$ cat src/rtl/ysyx_25040129_rtc_if.sv
// ysyx_25040129 RTC bus: read-only AXI4-Lite AR/R channels.
// The crossbar is the master; the RTC device is the slave.
interface ysyx_25040129_rtc_if;
  logic [31:0] rtc_araddr;
  logic        rtc_arvalid;
  logic        rtc_arready;
  logic [31:0] rtc_rdata;
  logic [1:0]  rtc_rresp;
  logic        rtc_rvalid;
  logic        rtc_rready;

  modport master (
    output rtc_araddr,
    output rtc_arvalid,
    input  rtc_arready,
    input  rtc_rdata,
    input  rtc_rresp,
    input  rtc_rvalid,
    output rtc_rready
  );

  modport slave (
    input  rtc_araddr,
    input  rtc_arvalid,
    output rtc_arready,
    output rtc_rdata,
    output rtc_rresp,
    output rtc_rvalid,
    input  rtc_rready
  );
endinterface

$ cat src/rtl/ysyx_25040129_rtc.sv
// ysyx_25040129 RTC: free-running 64-bit prescaled timer behind AXI4-Lite reads.
// A high-word read snapshots mtime so the following low-word read is coherent.
module ysyx_25040129_rtc #(
  parameter int unsigned DIV = 1,
  parameter int unsigned LAT = 0
) (
  input logic                      clk,
  input logic                      rst,
  ysyx_25040129_rtc_if.slave       bus
);

  typedef enum logic [1:0] {
    IDLE,
    WAIT,
    RESP
  } state_t;

  localparam logic [15:0] PMAX = 16'(DIV - 1);
  localparam logic [3:0]  LMAX = 4'((LAT == 0) ? 0 : LAT - 1);

  logic [15:0] prescale;
  logic [63:0] mtime;
  logic        tick;
  state_t      state;
  logic [3:0]  cnt;
  logic [63:0] snap;
  logic        snap_valid;
  logic [2:0]  off;
  logic        unused_addr;

  assign tick        = (prescale == PMAX);
  assign off         = bus.rtc_araddr[2:0];
  assign unused_addr = ^bus.rtc_araddr[31:3];

  always_ff @(posedge clk or negedge rst) begin
    if (!rst) begin
      prescale <= '0;
      mtime    <= '0;
    end else if (tick) begin
      prescale <= '0;
      mtime    <= mtime + 64'd1;
    end else begin
      prescale <= prescale + 16'd1;
    end
  end

  // Responses use the pre-edge mtime, so a tick on the AR edge is not seen.
  always_ff @(posedge clk or negedge rst) begin
    if (!rst) begin
      state           <= IDLE;
      cnt             <= '0;
      snap            <= '0;
      snap_valid      <= 1'b0;
      bus.rtc_arready <= 1'b0;
      bus.rtc_rvalid  <= 1'b0;
      bus.rtc_rdata   <= '0;
      bus.rtc_rresp   <= '0;
    end else begin
      unique case (state)
        IDLE: begin
          if (!bus.rtc_arready) begin
            bus.rtc_arready <= 1'b1;
          end else if (bus.rtc_arvalid) begin
            bus.rtc_arready <= 1'b0;
            bus.rtc_rresp   <= 2'b00;
            unique case (1'b1)
              (off == 3'd0): begin
                bus.rtc_rdata <= snap_valid ? snap[31:0]
                                            : mtime[31:0];
                snap_valid    <= 1'b0;
              end
              (off == 3'd4): begin
                snap          <= mtime;
                snap_valid    <= 1'b1;
                bus.rtc_rdata <= mtime[63:32];
              end
              default: begin
                bus.rtc_rdata <= '0;
                bus.rtc_rresp <= 2'b10;
              end
            endcase
            if (LAT == 0) begin
              state          <= RESP;
              bus.rtc_rvalid <= 1'b1;
            end else begin
              state <= WAIT;
              cnt   <= LMAX;
            end
          end
        end
        WAIT: begin
          if (cnt == 4'd0) begin
            state          <= RESP;
            bus.rtc_rvalid <= 1'b1;
          end else begin
            cnt <= cnt - 4'd1;
          end
        end
        RESP: begin
          if (bus.rtc_rready) begin
            bus.rtc_rvalid  <= 1'b0;
            bus.rtc_arready <= 1'b1;
            state           <= IDLE;
          end
        end
        default: state <= IDLE;
      endcase
    end
  end

endmodule

$ cat src/flat_wrapper.sv
// flat-port wrapper written by rule: the top's interface ports become plain ports
module ysyx_25040129_rtc_flat 
#(
  parameter int unsigned DIV = 1,
  parameter int unsigned LAT = 0
)
  (clk, rst, bus_rtc_araddr, bus_rtc_arvalid, bus_rtc_arready, bus_rtc_rdata, bus_rtc_rresp, bus_rtc_rvalid, bus_rtc_rready);
  ysyx_25040129_rtc_if bus_i ();
  input logic clk;
  input logic rst;
  input wire logic [$bits(bus_i.rtc_araddr)-1:0] bus_rtc_araddr;
  input wire logic [$bits(bus_i.rtc_arvalid)-1:0] bus_rtc_arvalid;
  output wire logic [$bits(bus_i.rtc_arready)-1:0] bus_rtc_arready;
  output wire logic [$bits(bus_i.rtc_rdata)-1:0] bus_rtc_rdata;
  output wire logic [$bits(bus_i.rtc_rresp)-1:0] bus_rtc_rresp;
  output wire logic [$bits(bus_i.rtc_rvalid)-1:0] bus_rtc_rvalid;
  input wire logic [$bits(bus_i.rtc_rready)-1:0] bus_rtc_rready;
  assign bus_i.rtc_araddr = bus_rtc_araddr;
  assign bus_i.rtc_arvalid = bus_rtc_arvalid;
  assign bus_rtc_arready = bus_i.rtc_arready;
  assign bus_rtc_rdata = bus_i.rtc_rdata;
  assign bus_rtc_rresp = bus_i.rtc_rresp;
  assign bus_rtc_rvalid = bus_i.rtc_rvalid;
  assign bus_i.rtc_rready = bus_rtc_rready;
  ysyx_25040129_rtc #(.DIV(DIV), .LAT(LAT)) u_core (.clk(clk), .rst(rst), .bus(bus_i));
endmodule
$ cat config.mk
export PLATFORM = sky130hd
export DESIGN_NAME = ysyx_25040129_rtc_flat
export DESIGN_NICKNAME = d
export VERILOG_FILES = /design/src/rtl/ysyx_25040129_rtc_if.sv /design/src/rtl/ysyx_25040129_rtc.sv /design/src/flat_wrapper.sv
export SDC_FILE = /design/constraint.sdc
export NUM_CORES = 1
export LEC_CHECK = 0
export CAP_MARGIN = 30
export CORE_ASPECT_RATIO = 0.9
export CORE_MARGIN = 2
export CORE_UTILIZATION = 49
export CTS_CLUSTER_SIZE = 30
export DETAILED_ROUTE_END_ITERATION = 10
export GPL_TIMING_DRIVEN = 1
export PLACE_DENSITY = 0.75
export SYNTH_ARGS = -nofsm -noshare
export SYNTH_HDL_FRONTEND = slang
export SYNTH_SLANG_ARGS = --single-unit
$ cat constraint.sdc
create_clock -name clk -period 2.3 [get_ports clk]
set_input_delay 0.345 -clock clk [delete_from_list [all_inputs] [get_ports clk]]
set_output_delay 0.345 -clock clk [all_outputs]
set_load 0.1 [all_outputs]
* Yosys cells after proc, flatten, opt, wreduce, memory -nomap -nowiden *
Index checks and enable logic that the tools add are counted.

word-level totals
  register bits after elaboration = 155
  logic and storage cells = 55
  output and inout port bits = 36

operators by class
  eq/ne operators = 7
  muxes and demuxes = 19
  bitwise logic cells = 1
  reductions and logical operators = 15
  add/subtract/negate cells = 3

operators by type and width
  operator                 number
  $add A64 B1 Y64 const B  1
  $pmux W32 S2             1
  $mux W32                 1
  $add A16 B1 Y16 const B  1
  $logic_not A16 Y1        1
  $mux W16                 1
  $reduce_and A4 Y1        3
  $mux W2                  5
  $mux W1                  7
  $pmux W2 S3              1
  $reduce_and A5 Y1        1
  $logic_not A4 Y1         1
  $ne A2 B1 Y1 const B     2
  $ne A2 B2 Y1 const B     2
  $pmux W1 S2              2
  $reduce_and A2 Y1        2
  $reduce_bool A2 Y1       2
  $sub A4 B1 Y4 const B    1
  $eq A3 B3 Y1 const B     1
  $logic_not A3 Y1         1
  $pmux W1 S3              1
  $reduce_and A3 Y1        1
  $reduce_bool A3 Y1       1
  $eq A2 B1 Y1 const B     1
  4 further kinds          4

* Longest topological paths before layout *
  word-level depth = 3
  mapped depth = 10
  mapped depth without buffers = 7

* Worst setup path after synthesis *
No wires, ideal clock.

  path type = register -> register
  start point = register u_core.bus.rtc_arready
  end point = register u_core.snap[10]
  setup slack = -0.109 ns
  library setup time = 0.125 ns
  cell stages (with the launch flop) = 6
  data required time = 2.175 ns
  buffers on the path = 1
  data arrival time = 2.284 ns
  cells stage by stage = dfrtp_1 -> nand3_1 -> nor3_1 -> nand2_1 -> buf_1 -> mux2_2

on the way
  word-level cells in the longest chain between the ends = 1

RTL lines
  what                         RTL line                    text
  start: declaration           ysyx_25040129_rtc_if.sv:25  output rtc_arready,
  start signal: assignment     ysyx_25040129_rtc.sv:54     bus.rtc_arready <= 1'b0;
  start signal: assignment     ysyx_25040129_rtc.sv:62     bus.rtc_arready <= 1'b1;
  start signal: assignment     ysyx_25040129_rtc.sv:64     bus.rtc_arready <= 1'b0;
  $reduce_and A4 Y1 (no line)  -
  end signal: assignment       ysyx_25040129_rtc.sv:73     snap <= mtime;
  end: declaration             ysyx_25040129_rtc.sv:26     logic [63:0] snap;

No other way between the ends.
A chain may end at the register's enable or synchronous reset.

* Worst setup path after layout *
  start point = register u_core.prescale[0]
  end point = register u_core.mtime[53]

on the way
  word-level cells in the longest chain between the ends = 1

RTL lines
  what                      RTL line                 text
  start: declaration        ysyx_25040129_rtc.sv:21  logic [15:0] prescale;
  start signal: assignment  ysyx_25040129_rtc.sv:43  prescale <= prescale + 16'd1;
  $logic_not A16 Y1         ysyx_25040129_rtc.sv:31  assign tick = (prescale == PMAX);
  end signal: assignment    ysyx_25040129_rtc.sv:41  mtime <= mtime + 64'd1;
  end: declaration          ysyx_25040129_rtc.sv:22  logic [63:0] mtime;

No other way between the ends.

==> reports/qor.csv <==
metric,value,unit
grt.met2_usage,35.3,%
skew,0.0141,ns
drc,0,
synth-seq-area-share,52.4,%
n_antenna_cell,0,
clk_pin_slew,0.06,ns
syn2layout_area_growth,22.7,%
hp-class,in -> async,
synth_cell_types,37,
syn_nets,725,
cts_max_level,4,
ys_warn_count,0,
leakage,3.95,nW
dieHeight,118,um
via_per_inst,5.62,
synth_edf_count,0,
worstReg2RegStart,u_core.prescale[0]$_DFF_PN0_,
status,"finished, violations left",
layout_min_cycle_time,2.31,ns
crit_type,reg -> reg,
vias,5463,
place_ws,-0.0310,ns
root_buffer,clkbuf_16,
path_cells,inv_1 -> ha_2 -> or4b_4 -> or3_4 -> nor4_4 -> buf_6 -> nand4_1 -> xnor2_1,
grt_setup_unrepaired,yes,
io_pins,72,
tightest_slew,0.603,ns
overflow,0,
cts_sinks,148,
synthCells,686,
grt_pass1_vias,5498,
tritoncts,yes,
initial_utilization,50.3,%
min_period_over_period,101,%
io_buffers,41,
rows,41,
fin_cells,972,
drive_gt1_share,22.5,%
synth_adder_area_share,0.531,%
hold_violations,0,
numCtsBuffers,17,
critical-path-slowest-cell,or4b_4,
dr.pass1.iters,5,
gp_congestion,0.924,
synth_xor_area_share,9.54,%
avgSynthCellArea,10.3,um2
worstRegToRegCells,8,
synth_top_family_by_area,simple AND/OR/NAND/NOR gates,
setup_viol,3,
relSlewSlack,59.5,%
startpoint,u_core.prescale[0]$_DFF_PN0_,
max_stage_delay,0.45,ns
stdcell_area,8680,um2
grtUsageMet3,5.05,%
grt_start_max_net_pins,61,
clockBufferDepth,2,
violations,setup timing,
cp_max_fo,8,
synthMuxAreaShare,9.78,%
drv_slew,0,
synth_area,7070,um2
r2r_slack,-0.01,ns
yosys.area_share.simple,20.2,%
path_buf_inv,2,
grt.busiest_layer,met2,
power_density,774,nW/um2
dr.first_iter.drc_count,610,
peakVddDrop,520,uV
cp.arrival,2.62,ns
max_freq,432,MHz
wirelength,16800,um
die_w,131,um
worstSetupEndpointType,register,
worstReg2RegEnd,u_core.mtime[53]$_DFFE_PN0N_,
synth-compound-area-share,4.79,%
dominantRegCellSynth,dfrtp_1,
grt_antenna_before_repair,0,
dpl-instance-area,7930,um2
ys_async_sr_fraction,100,%
placedCellCount,937,
start_kind,register,
layout.nets,805,
final_antenna_net_count,0,
hpwlAfterDp,11700,um
setup_ws,-0.0130,ns
cap_viol_max_count,0,
ys_ff_latch,148,
fin_util,61.7,%
core,14100,um2
cp.required,2.60,ns
met1_usage,32.3,%
grt_pass1_wl,27800,um
gr-usage-all-layers,22.9,%
avgRoutedWirePerCell,17.2,um
insertion_delay,0.43,ns
cp_top_family,simple AND/OR/NAND/NOR gates,
fp.dieArea,15400,um2
## worst max-delay path by stage
stage	endpoint	slack, ns	cells after the start
2_1_floorplan	u_core.mtime[49]$_DFFE_PN0N_	0.03	7
3_3_place_gp	u_core.mtime[33]$_DFFE_PN0N_	0.02	8
3_5_place_dp	u_core.mtime[53]$_DFFE_PN0N_	-0.03	8
4_1_cts	u_core.mtime[37]$_DFFE_PN0N_	-0.01	8
5_1_grt	u_core.mtime[41]$_DFFE_PN0N_	-0.1	8
6_report	u_core.mtime[53]$_DFFE_PN0N_	-0.01	8
## cell usage after synthesis (2+ instances only)
| library cell | count | area (um2) |
|---|---|---|
| clkbuf_1 | 28 | 105 |
| nand3_1 | 30 | 150 |
| and3_1 | 10 | 62.6 |
| or3_1 | 3 | 18.8 |
| nor4_1 | 15 | 93.8 |
| or4_4 | 2 | 22.5 |
| ha_1 | 3 | 37.5 |
| inv_1 | 15 | 56.3 |
| nand2b_1 | 2 | 12.5 |
| or4_1 | 4 | 30.0 |
| or3_4 | 2 | 22.5 |
| nor4b_1 | 2 | 17.5 |
| and2_1 | 4 | 25.0 |
| a21oi_1 | 33 | 165 |
| dfrtp_1 | 148 | 3700 |
| nand4_1 | 38 | 238 |
| o21ai_0 | 33 | 165 |
| nand2_1 | 69 | 259 |
| buf_2 | 2 | 10.0 |
| mux2i_1 | 32 | 320 |
| and4_1 | 11 | 96.3 |
| xnor2_1 | 55 | 482 |
| mux2_2 | 33 | 372 |
| nor3_1 | 14 | 70.1 |
| nor2_1 | 62 | 233 |
| xor2_1 | 22 | 193 |
| buf_1 | 4 | 15.0 |
## final cells by class
cell class | instances | area (um2)
fillers | 1129 | 5380
flip-flops and latches | 148 | 3710
multi-input cells | 488 | 3260
repair buffers | 96 | 779
clock buffers | 19 | 443
well taps | 193 | 241
clock inverters | 13 | 194
inverters | 15 | 56.3
## where the power goes
group	leakage, nW	internal [mW]	switching, mW
combinational	1.61	0.293	0.681
clock	0.309	1.86	1.12
sequential	2.03	2.70	0.0556
## registers in the layout (all words and copies together) (netlist names)
name / flops
u_core.snap_valid: 1
u_core.bus.rtc_rvalid: 1
u_core.snap: 32
u_core.mtime: 64
u_core.bus.rtc_rresp: 1
u_core.bus.rtc_arready: 1
u_core.prescale: 16
u_core.bus.rtc_rdata: 32
## placed cells by master (no fill, tap or decap), types with 3 or more instances in the layout
cell type,instances
a21oi_1,33
and2_1,4
and3_1,10
and4_1,11
buf_12,3
buf_4,84
buf_6,3
bufinv_16,4
clkbuf_16,17
clkdlybuf4s50_1,4
dfrtp_1,146
inv_1,15
inv_6,5
mux2_2,33
mux2i_1,32
nand2_1,69
nand3_1,30
nand4_1,38
nor2_1,62
nor3_1,12
nor4_1,13
o21ai_0,33
or3_4,3
or4_1,4
xnor2_1,55
xor2_1,22
## per-stage QoR
| step | total power [mW] | hold WS, ns | TNS, ns |
|---|---|---|---|
| 6_report | 6.72 | 0.461 | -0.0274 |
| 5_1_grt | 6.93 | 0.496 | -0.651 |
| 4_1_cts | 6.76 | 0.477 | -0.0203 |
| 3_5_place_dp | 3.79 | 0.365 | -0.0871 |
| 3_3_place_gp | 3.76 | 0.344 | 0 |
| 2_1_floorplan | 3.51 | 0.0494 | 0 |
## worst register-to-register path: cells and delay by family (launching register included)
family                   cells  cell delay (ns)
AND/OR/NAND/NOR              4             1.25
buffers and inverters        2             0.26
XOR/XNOR                     1             0.15
adder cells (fa/ha/maj)      1             0.16
flip-flops                   1             0.38
## layer usage
layer | routed length (um) | part of all wire, % | up-vias
li1 | - | - | 2563
met5 | 0 | 0 | -
met2 | 7990 | 48 | 169
met4 | 247 | 1.5 | 0
met1 | 7530 | 45 | 2707
met3 | 984 | 5.9 | 24
## repair_timing
item,in CTS,in global routing
hold endpoints to repair,57,0
pin swaps,1,3
hold buffers,1,0
setup endpoints to repair,7,18
resized for setup,2,14
buffers inserted,0,2
## cell families (layout without fill, tap and decap cells)
family,count (synthesis),after routing
flops,148,148
mux,65,65
fa+ha+maj,3,3
buf+inv,50,143
compound gates,67,67
other cells,1,1
simple gates,275,275
xor+xnor,77,77
Power figures use the tool's default switching activity.
